===== src/rtl/lac_serial_adder.sv =====
// lac_serial_adder: multi-cycle wide adder built around one 16-bit lookahead-carry unit.
// Also holds lac_unit, the purely combinational 16-bit two-level carry-lookahead adder
// that it drives.
//
// Operands of WIDTH = 16*SLICES bits are latched on an accepted start. One 16-bit slice
// is added per clock, least significant first. Each slice's carry out is registered and
// used as the carry in of the next slice.
//
// Optional feature macro: LAC_SUB_EN
//   defined   -> adds input 'sub'. With sub=1 the result is a - b: B is inverted and the
//                slice-0 carry is forced to 1, so cin is ignored. cout=1 means no borrow.
//   undefined -> pure adder, sum = a + b + cin.
//
// Ports (lac_serial_adder):
//   clk    in  1      rising-edge clock
//   rst_n  in  1      asynchronous active-low reset
//   start  in  1      request, sampled only while busy == 0
//   a, b   in  WIDTH  operands, latched on an accepted start
//   cin    in  1      carry into slice 0, latched on an accepted start
//   sub    in  1      subtract select (LAC_SUB_EN only), latched on an accepted start
//   busy   out 1      high while slices are being processed
//   done   out 1      one-cycle pulse when sum/cout/ovf become valid
//   sum    out WIDTH  result, held until the next accepted start
//   cout   out 1      carry out of the top slice
//   ovf    out 1      two's-complement overflow of the full-width operation
//
// Ports (lac_unit):
//   a_i, b_i  in  16  slice operands
//   cin_i     in  1   carry in
//   s_o       out 16  slice sum
//   cout_o    out 1   carry out
//   p_o, g_o  out 1   block propagate / generate

module lac_unit (
  input  logic [15:0] a_i,
  input  logic [15:0] b_i,
  input  logic        cin_i,
  output logic [15:0] s_o,
  output logic        cout_o,
  output logic        p_o,
  output logic        g_o
);

  // 4-bit lookahead: returns carries c1..c4 in bits [0..3] for carry-in c0.
  // Used both inside each nibble and across the four nibble groups.
  function automatic logic [3:0] cla4(input logic [3:0] p, input logic [3:0] g,
                                      input logic c0);
    logic [3:0] c;
    c[0] = g[0] | (p[0] & c0);
    c[1] = g[1] | (p[1] & g[0]) | (p[1] & p[0] & c0);
    c[2] = g[2] | (p[2] & g[1]) | (p[2] & p[1] & g[0]) | (p[2] & p[1] & p[0] & c0);
    c[3] = g[3] | (p[3] & g[2]) | (p[3] & p[2] & g[1]) | (p[3] & p[2] & p[1] & g[0]) |
           (p[3] & p[2] & p[1] & p[0] & c0);
    return c;
  endfunction

  logic [15:0] p_bit;
  logic [15:0] g_bit;
  logic [3:0]  grp_p;
  logic [3:0]  grp_g;
  logic [3:0]  grp_c;      // carry out of each nibble group
  logic [3:0]  grp_cin;    // carry into each nibble group
  logic [15:0] bit_cin;    // carry into each bit
  logic [3:0]  blk_g_vec;

  assign p_bit = a_i ^ b_i;
  assign g_bit = a_i & b_i;

  always_comb begin
    logic [3:0] tmp;
    grp_p = '0;
    grp_g = '0;
    for (int j = 0; j < 4; j++) begin
      tmp      = cla4(p_bit[4*j +: 4], g_bit[4*j +: 4], 1'b0);
      grp_g[j] = tmp[3];
      grp_p[j] = &p_bit[4*j +: 4];
    end
  end

  assign grp_c     = cla4(grp_p, grp_g, cin_i);
  assign grp_cin   = {grp_c[2:0], cin_i};
  assign blk_g_vec = cla4(grp_p, grp_g, 1'b0);

  always_comb begin
    logic [3:0] tmp;
    bit_cin = '0;
    for (int j = 0; j < 4; j++) begin
      tmp                  = cla4(p_bit[4*j +: 4], g_bit[4*j +: 4], grp_cin[j]);
      bit_cin[4*j]         = grp_cin[j];
      bit_cin[4*j+1 +: 3]  = tmp[2:0];
    end
  end

  assign s_o    = p_bit ^ bit_cin;
  assign cout_o = grp_c[3];
  assign p_o    = &grp_p;
  assign g_o    = blk_g_vec[3];

endmodule

module lac_serial_adder #(
  parameter int unsigned SLICES = 4,
  localparam int unsigned WIDTH = 16 * SLICES
) (
  input  logic             clk,
  input  logic             rst_n,
  input  logic             start,
  input  logic [WIDTH-1:0] a,
  input  logic [WIDTH-1:0] b,
  input  logic             cin,
`ifdef LAC_SUB_EN
  input  logic             sub,
`endif
  output logic             busy,
  output logic             done,
  output logic [WIDTH-1:0] sum,
  output logic             cout,
  output logic             ovf
);

  localparam int unsigned CntW = (SLICES > 1) ? $clog2(SLICES) : 1;

  typedef enum logic [0:0] {StIdle, StRun} state_e;

  state_e            state_q, state_d;
  logic [CntW-1:0]   cnt_q, cnt_d;
  // Operand registers shift right one slice per cycle, so the active slice is always [15:0]
  // and on the last slice bit 15 is the full-width MSB.
  logic [WIDTH-1:0]  a_q, a_d;
  logic [WIDTH-1:0]  b_q, b_d;
  logic              carry_q, carry_d;
  logic [WIDTH-1:0]  sum_q, sum_d;
  logic              cout_q, cout_d;
  logic              ovf_q, ovf_d;
  logic              done_q, done_d;
  logic              inv_b;

  logic [15:0]       lac_a;
  logic [15:0]       lac_b;
  logic [15:0]       lac_s;
  logic              lac_cout;
  logic              last_slice;

`ifdef LAC_SUB_EN
  logic sub_q, sub_d;

  always_ff @(posedge clk or negedge rst_n) begin
    if (!rst_n) begin
      sub_q <= 1'b0;
    end else begin
      sub_q <= sub_d;
    end
  end

  always_comb begin
    sub_d = sub_q;
    if (state_q == StIdle && start) begin
      sub_d = sub;
    end
  end

  assign inv_b = sub_q;
`else
  assign inv_b = 1'b0;
`endif

  assign lac_a      = a_q[15:0];
  assign lac_b      = b_q[15:0] ^ {16{inv_b}};
  assign last_slice = (cnt_q == CntW'(SLICES - 1));

  // Block P/G are not needed for a serial ripple of slices.
  lac_unit u_lac (
    .a_i    (lac_a),
    .b_i    (lac_b),
    .cin_i  (carry_q),
    .s_o    (lac_s),
    .cout_o (lac_cout),
    .p_o    (),
    .g_o    ()
  );

  always_ff @(posedge clk or negedge rst_n) begin
    if (!rst_n) begin
      state_q <= StIdle;
      cnt_q   <= '0;
      a_q     <= '0;
      b_q     <= '0;
      carry_q <= 1'b0;
      sum_q   <= '0;
      cout_q  <= 1'b0;
      ovf_q   <= 1'b0;
      done_q  <= 1'b0;
    end else begin
      state_q <= state_d;
      cnt_q   <= cnt_d;
      a_q     <= a_d;
      b_q     <= b_d;
      carry_q <= carry_d;
      sum_q   <= sum_d;
      cout_q  <= cout_d;
      ovf_q   <= ovf_d;
      done_q  <= done_d;
    end
  end

  always_comb begin
    state_d = state_q;
    cnt_d   = cnt_q;
    a_d     = a_q;
    b_d     = b_q;
    carry_d = carry_q;
    sum_d   = sum_q;
    cout_d  = cout_q;
    ovf_d   = ovf_q;
    done_d  = 1'b0;

    unique case (state_q)
      StIdle: begin
        if (start) begin
          a_d     = a;
          b_d     = b;
`ifdef LAC_SUB_EN
          carry_d = sub ? 1'b1 : cin;
`else
          carry_d = cin;
`endif
          cnt_d   = '0;
          sum_d   = '0;
          cout_d  = 1'b0;
          ovf_d   = 1'b0;
          state_d = StRun;
        end
      end
      StRun: begin
        for (int unsigned k = 0; k < SLICES; k++) begin
          if (cnt_q == CntW'(k)) begin
            sum_d[16*k +: 16] = lac_s;
          end
        end
        carry_d = lac_cout;
        a_d     = a_q >> 16;
        b_d     = b_q >> 16;
        cnt_d   = cnt_q + 1'b1;
        if (last_slice) begin
          cout_d  = lac_cout;
          ovf_d   = (lac_a[15] == lac_b[15]) && (lac_s[15] != lac_a[15]);
          done_d  = 1'b1;
          cnt_d   = '0;
          state_d = StIdle;
        end
      end
      default: state_d = StIdle;
    endcase
  end

  assign busy = (state_q == StRun);
  assign done = done_q;
  assign sum  = sum_q;
  assign cout = cout_q;
  assign ovf  = ovf_q;

endmodule


===== config.mk =====
export PLATFORM = sky130hd
export DESIGN_NAME = lac_serial_adder
export DESIGN_NICKNAME = d
export VERILOG_FILES = /design/src/rtl/lac_serial_adder.sv
export SDC_FILE = /design/constraint.sdc
export NUM_CORES = 1
export LEC_CHECK = 0
export ABC_CLOCK_PERIOD_IN_PS = 2700
export CORE_MARGIN = 1.5
export CORE_UTILIZATION = 51
export DETAILED_ROUTE_END_ITERATION = 10
export GPL_TIMING_DRIVEN = 0
export PLACE_DENSITY = 0.87
export SLEW_MARGIN = 20
export SYNTH_ARGS = -nofsm -noshare
export SYNTH_HDL_FRONTEND = slang
export SYNTH_SLANG_ARGS = --single-unit

===== constraint.sdc =====
create_clock -name clk -period 2.7 [get_ports clk]
set_input_delay 0.54 -clock clk [delete_from_list [all_inputs] [get_ports clk]]
set_output_delay 0.54 -clock clk [all_outputs]
set_load 0.01 [all_outputs]

* Word-level counts from Yosys, hierarchy flattened *
Index checks and enable logic that the tools add are counted.

operators by class
  add/subtract/negate cells = 1
  equality and inequality tests = 10
  muxes and demuxes = 25
  bitwise operators = 122
  reductions and logical operators = 10

operator list
  kind                 number
  $pmux 64 s2          3
  $mux 64              3
  $and 1x1->1          72
  $mux 16              4
  $or 1x1->1           46
  $xor 16x16->16       2
  $and 16x16->16       1
  $reduce_and 4->1     4
  $mux 1               8
  $ne 2x1->1 const B   4
  $pmux 1 s2           4
  $reduce_and 2->1     4
  $eq 2x2->1 const B   2
  $mux 2               2
  $pmux 2 s2           1
  $add 2x1->2 const B  1
  $eq 2x1->1 const B   1
  $logic_not 2->1      1
  $ne 2x2->1 const B   1
  $eq 1x1->1           1
  $logic_and 1x1->1    1
  $ne 1x1->1           1
  $not 1->1            1

word-level totals
  register bits after elaboration = 199
  bits of input ports = 132
  output and inout port bits = 68
  logic and storage cells = 180

* Depth between registers and ports, before layout *
  depth after elaboration = 16
  mapped depth = 9
  depth with buffers taken out = 9

* Modules after synthesis *
From an unflattened synthesis, not the netlist that was laid out.

unflattened totals
  cells, all modules = 861
  area total of the unflattened synthesis = 9,890.7 um^2

modules (own cells, without submodules)
  module            instances  cells an instance  area each (um^2)  sequential area each (um^2)
  lac_serial_adder  1          766                9,106.2           4,979.8
  lac_unit          1          95                 784.5             0.0

* Worst setup path before layout *
OpenSTA, ideal clock, no wires.

  path kind = register -> register
  start point = register a_q[0]
  end point = register sum_q[13], in the netlist sum[13]
  setup time = 0.083 ns
  arrival time = 2.371 ns
  data required time = 2.617 ns
  slack = 0.246 ns
  stages on the path, launching flop included = 10
  path buffers = 0
  clock period less this slack = 2.454 ns
  cells stage by stage = dfrtp_1 > ha_1 > a211oi_2 > o21bai_2 > a211o_1 > o21a_1 > fa_1 > xor2_1 > nand2_1 > o21ai_0

between the ends
  cells in the longest elaborated chain, start to end = 11
  elaborated cells between the ends (all ways) = 15
  those cells by class = mux: 2; bitwise: 12; reduce/logical: 1

ends and longest elaborated chain
  what                    RTL line  text
  from (decl)             129       logic [WIDTH-1:0] a_q, a_d;
  from (signal assigned)  186       a_q <= '0;
  from (signal assigned)  196       a_q <= a_d;
  $and 16x16->16          67        assign g_bit = a_i & b_i;
  $and 1x1->1             52        c[3] = g[3] | (p[3] & g[2]) | (p[3] & p[2] & g[1]) | (p[3] & p[2] & p[1] & g[0]) |
  $or 1x1->1              52
  $and 1x1->1             51        c[2] = g[2] | (p[2] & g[1]) | (p[2] & p[1] & g[0]) | (p[2] & p[1] & p[0] & c0);
  $or 1x1->1              51
  $or 1x1->1 (*)          51
  $and 1x1->1 (*)         49        c[0] = g[0] | (p[0] & c0);
  $or 1x1->1 (*)          49
  $xor 16x16->16 (*)      94        assign s_o = p_bit ^ bit_cin;
  $mux 16 (*)             236       if (cnt_q == CntW'(k)) begin
  $pmux 64 s2 (*)         217       unique case (state_q)
  to (signal assigned)    199       sum_q <= sum_d;
  to (decl)               132       logic [WIDTH-1:0] sum_q, sum_d;

Every way passes the cells marked *; elsewhere a longest branch is shown, timed or not. The select of a mux whose other input is x is not followed.
A chain may end at the register's enable or synchronous reset.

* Worst setup path in the final report *
  start point = register b_q[4]
  end point = register sum_q[29], in the netlist sum[29]

between the ends
  cells in the longest elaborated chain, start to end = 12
  elaborated cells between the ends (all ways) = 18
  those cells by class = mux: 2; bitwise: 15; reduce/logical: 1

ends and longest elaborated chain
  what                     RTL line  text
  from (decl)              130       logic [WIDTH-1:0] b_q, b_d;
  from (signal assigned)   187       b_q <= '0;
  from (signal assigned)   197       b_q <= b_d;
  $and 16x16->16           67
  $and 1x1->1              -
  $or 1x1->1               -
  $and 1x1->1              51
  $or 1x1->1 (2 in a row)  51
  $or 1x1->1 (*)           51
  $and 1x1->1 (*)          49
  $or 1x1->1 (*)           49
  $xor 16x16->16 (*)       94
  $mux 16 (*)              236
  $pmux 64 s2 (*)          217

Marked as above.

==> results_dict.tcl <==
set metrics [dict create \
    antenna_left 0 \
    timing.final.ws_setup_ns 0.126 \
    period_share_pct 95.3 \
    crit_path_end_kind "register" \
    startpoint "b_q[4]$_DFFE_PN0P_" \
    placed_area_um2 11500 \
    grt_overflow_total 0 \
    path_depth 9 \
    busiest_layer "met2" \
    dp_hpwl_um 18700 \
    hold-worst-slack_ns 0.0996 \
    crit_arrival_ns 2.93 \
    drive_above_1_share_pct 5.82 \
    cts_sinks 199 \
    ys_seq_area_share_pct 54.4 \
    use_met3_pct 6.56 \
    cts_root_buf "clkbuf_16" \
    min_path_type "in2async" \
    synth_top_area_share_pct 54.4 \
    grt_first_pass_wirelength_um 39700 \
    gp_routability_congestion 0.901 \
    ir_worst_vdd_mv 0.610 \
    syn-cell-area_um2 9160 \
    clk_path_buf_depth 2 \
    vias 7618 \
    port_buffers 198 \
    synth_nets 1034 \
    grt_max_degree 105 \
    dr.pass1.iters 5 \
    reg2reg_from "b_q[4]$_DFFE_PN0P_" \
    cap_violations 0 \
    ioPinCount 200 \
    reg2reg_depth 9 \
    final_common_cell "dfrtp_1" \
    rsz0062_at_grt "false" \
    clock_latency_ns 0.44 \
    grt_antenna_before_repair 1 \
    max_stage_delay_ns 0.46 \
    drtIter0Drc 637 \
    maxSlewViolCount 0 \
    fmax_mhz 389 \
    clock_skew_ns 0.0117 \
    fin_area_um2 12200 \
    areaGrowthSynthToFinish_pct 33.3 \
    htreeDepth 4 \
    core_um2 17400 \
    slew_headroom_pct 48.0 \
    power.static_leakage_uw 0.00563 \
    setup_viol 0 \
    power.density_nw_per_um2 994 \
    grt_usage_pct 28.1 \
    critPathRequiredTime_ns 3.06 \
    status "finished, final reports clean" \
    synth.avg_cell_area_um2 10.4 \
    wl_per_cell_um 19.1 \
    ys.warnings.count 0 \
    via_per_inst 5.68 \
    start_kind "register" \
    pre_cts_slack_ns -0.196 \
    grt_pass1_vias 7456 \
    yosysUniqueCellTypes 47 \
    core.rowCount 48 \
    synth_area_leaders "dfrtp_1 (54%), mux2i_1 (15%), o21ai_0 (8.2%)" \
    path_class "reg2reg" \
    clkTransAtPathRegs_ns 0.07 \
    path_cells "ha_1 > and4_1 > and2_1 > a211o_1 > o21a_1 > fa_2 > xor2_2 > nand2_2 > o21ai_0" \
    fin_nets 1259 \
    fin_util_pct 70.1 \
    async_flop_share_pct 100 \
    fin_crit_ns 2.57 \
    hold_viol 0 \
    worstMarginPinSlew_ns 0.779 \
    grtUsageMet2_pct 45.4 \
    synth_area_leader_cell "dfrtp_1" \
    netlist_instances 878 \
    dieArea_um2 18800 \
    synth_edf_count 0 \
    numCtsBuffers 17 \
    yosys_register_bits 199 \
    die_h_um 137 \
    critical_path.top_delay_family "adder cells" \
    use_met1_pct 36.5 \
    crit_fanout 4 \
    drc 0 \
    crit_slowest_cell "dfrtp_1" \
    ys.flop_type "dfrtp_1" \
    routed_wl_um 25600 \
    cts_tree "done" \
    initial_core_util_pct 52.6 \
    fp.dieW_um 137 \
    mostFrequentLayoutCells "dfrtp_1 (198), clkdlybuf4s50_1 (197), nand2_1 (173)" \
    crit_buf_inv 0 \
]
report_power, final:
part	switching (µW)	leakage, µW	internal, µW
logic	2700	0.00269	2050
clock network	1200	0.000299	1510
registers	717	0.00264	3950
total	4610	0.00563	7510
path summary, 6_finish.rpt:
check	endpoint	slack, ns
worst min-delay path	b_q[2]$_DFFE_PN0P_	0.1
worst max-delay path	sum[29]$_DFFE_PN0P_	0.13
worst max register to register	sum[29]$_DFFE_PN0P_	0.13
worst min register to register	sum[6]$_DFFE_PN0P_	0.48
min in group clk	sum[6]$_DFFE_PN0P_	0.48
max in group asynchronous	a_q[15]$_DFFE_PN0P_	1.64
stage by stage:
stage               setup TNS (ns)  total power (µW)  std cells
global placement          -1361.45              8980       1301
global route                     0             12800       1341
finish                           0             12100       1342
CTS                              0             12000       1336
detailed placement          -0.809              9200       1302
floorplan                        0              7110        878
routing by layer:
layer,vias up,share of wire (%)
li1,3498,-
met1,3718,41
met2,335,48
met3,67,7.4
met4,0,3.6
met5,-,0
final cells by class:
class	count	area, µm²
fill	1276	5210
sequential	199	4980
multi-input combinational	614	4000
timing repair buffer	206	2070
clock buffer	18	439
tap	225	282
buffer	56	218
clock inverter	14	186
inverter	9	33.8
antenna	1	2.50
worst reg2reg max path, cell delays in order (launching register included):
cell	delay (ns)
dfrtp_1	0.46
ha_1	0.32
and4_1	0.22
and2_1	0.17
a211o_1	0.27
o21a_1	0.21
fa_2	0.38
xor2_2	0.16
nand2_2	0.11
o21ai_0	0.19
state kept, by name (all words and copies together) (netlist names):
name     flops
carry_q      1
sum         64
ovf          1
done         1
cout         1
cnt_q        2
b_q         64
busy         1
a_q         64
Yosys cell counts (2+ instances only):
library cell and n:
or3_1 4, a22o_1 4, a21oi_1 12, nand3_1 5, fa_1 4, a32o_1 3, clkbuf_1 37, inv_1 8
buf_2 5, o31ai_1 5, o211ai_1 3, nor3_1 8, xor2_1 4, nor2_1 38, nand2_1 174, a211oi_1 2
xnor2_1 4, a21o_1 7, o21ai_0 150, a31oi_1 2, mux2i_1 140, ha_1 20, buf_1 14, dfrtp_1 199
a211o_1 3, nand2b_1 2
cell families (layout without fill, tap and decap cells):
| group | after synthesis | after routing | synth area share, % |
|---|---|---|---|
| AND/OR/NAND/NOR | 238 | 238 | 10.4 |
| AO/OA/AOI/OAI | 204 | 204 | 12.8 |
| buffers and inverters | 65 | 303 | 2.73 |
| multiplexers | 140 | 140 | 15.3 |
| flip-flops | 199 | 199 | 54.4 |
| XOR/XNOR | 8 | 8 | 0.765 |
| adder cells (fa/ha/maj) | 24 | 24 | 3.61 |
| other | 0 | 1 | 0 |
repair_timing:
item                                    4_1_cts  5_1_grt
setup buffers                                 2        5
hold buffers                                  0        0
hold endpoints to repair                      0        0
endpoints found under the setup margin        8       20
pin swaps                                     3        4
gates resized for setup                       7       13
cloned                                        0        0
(Power assumes the default switching activity.)
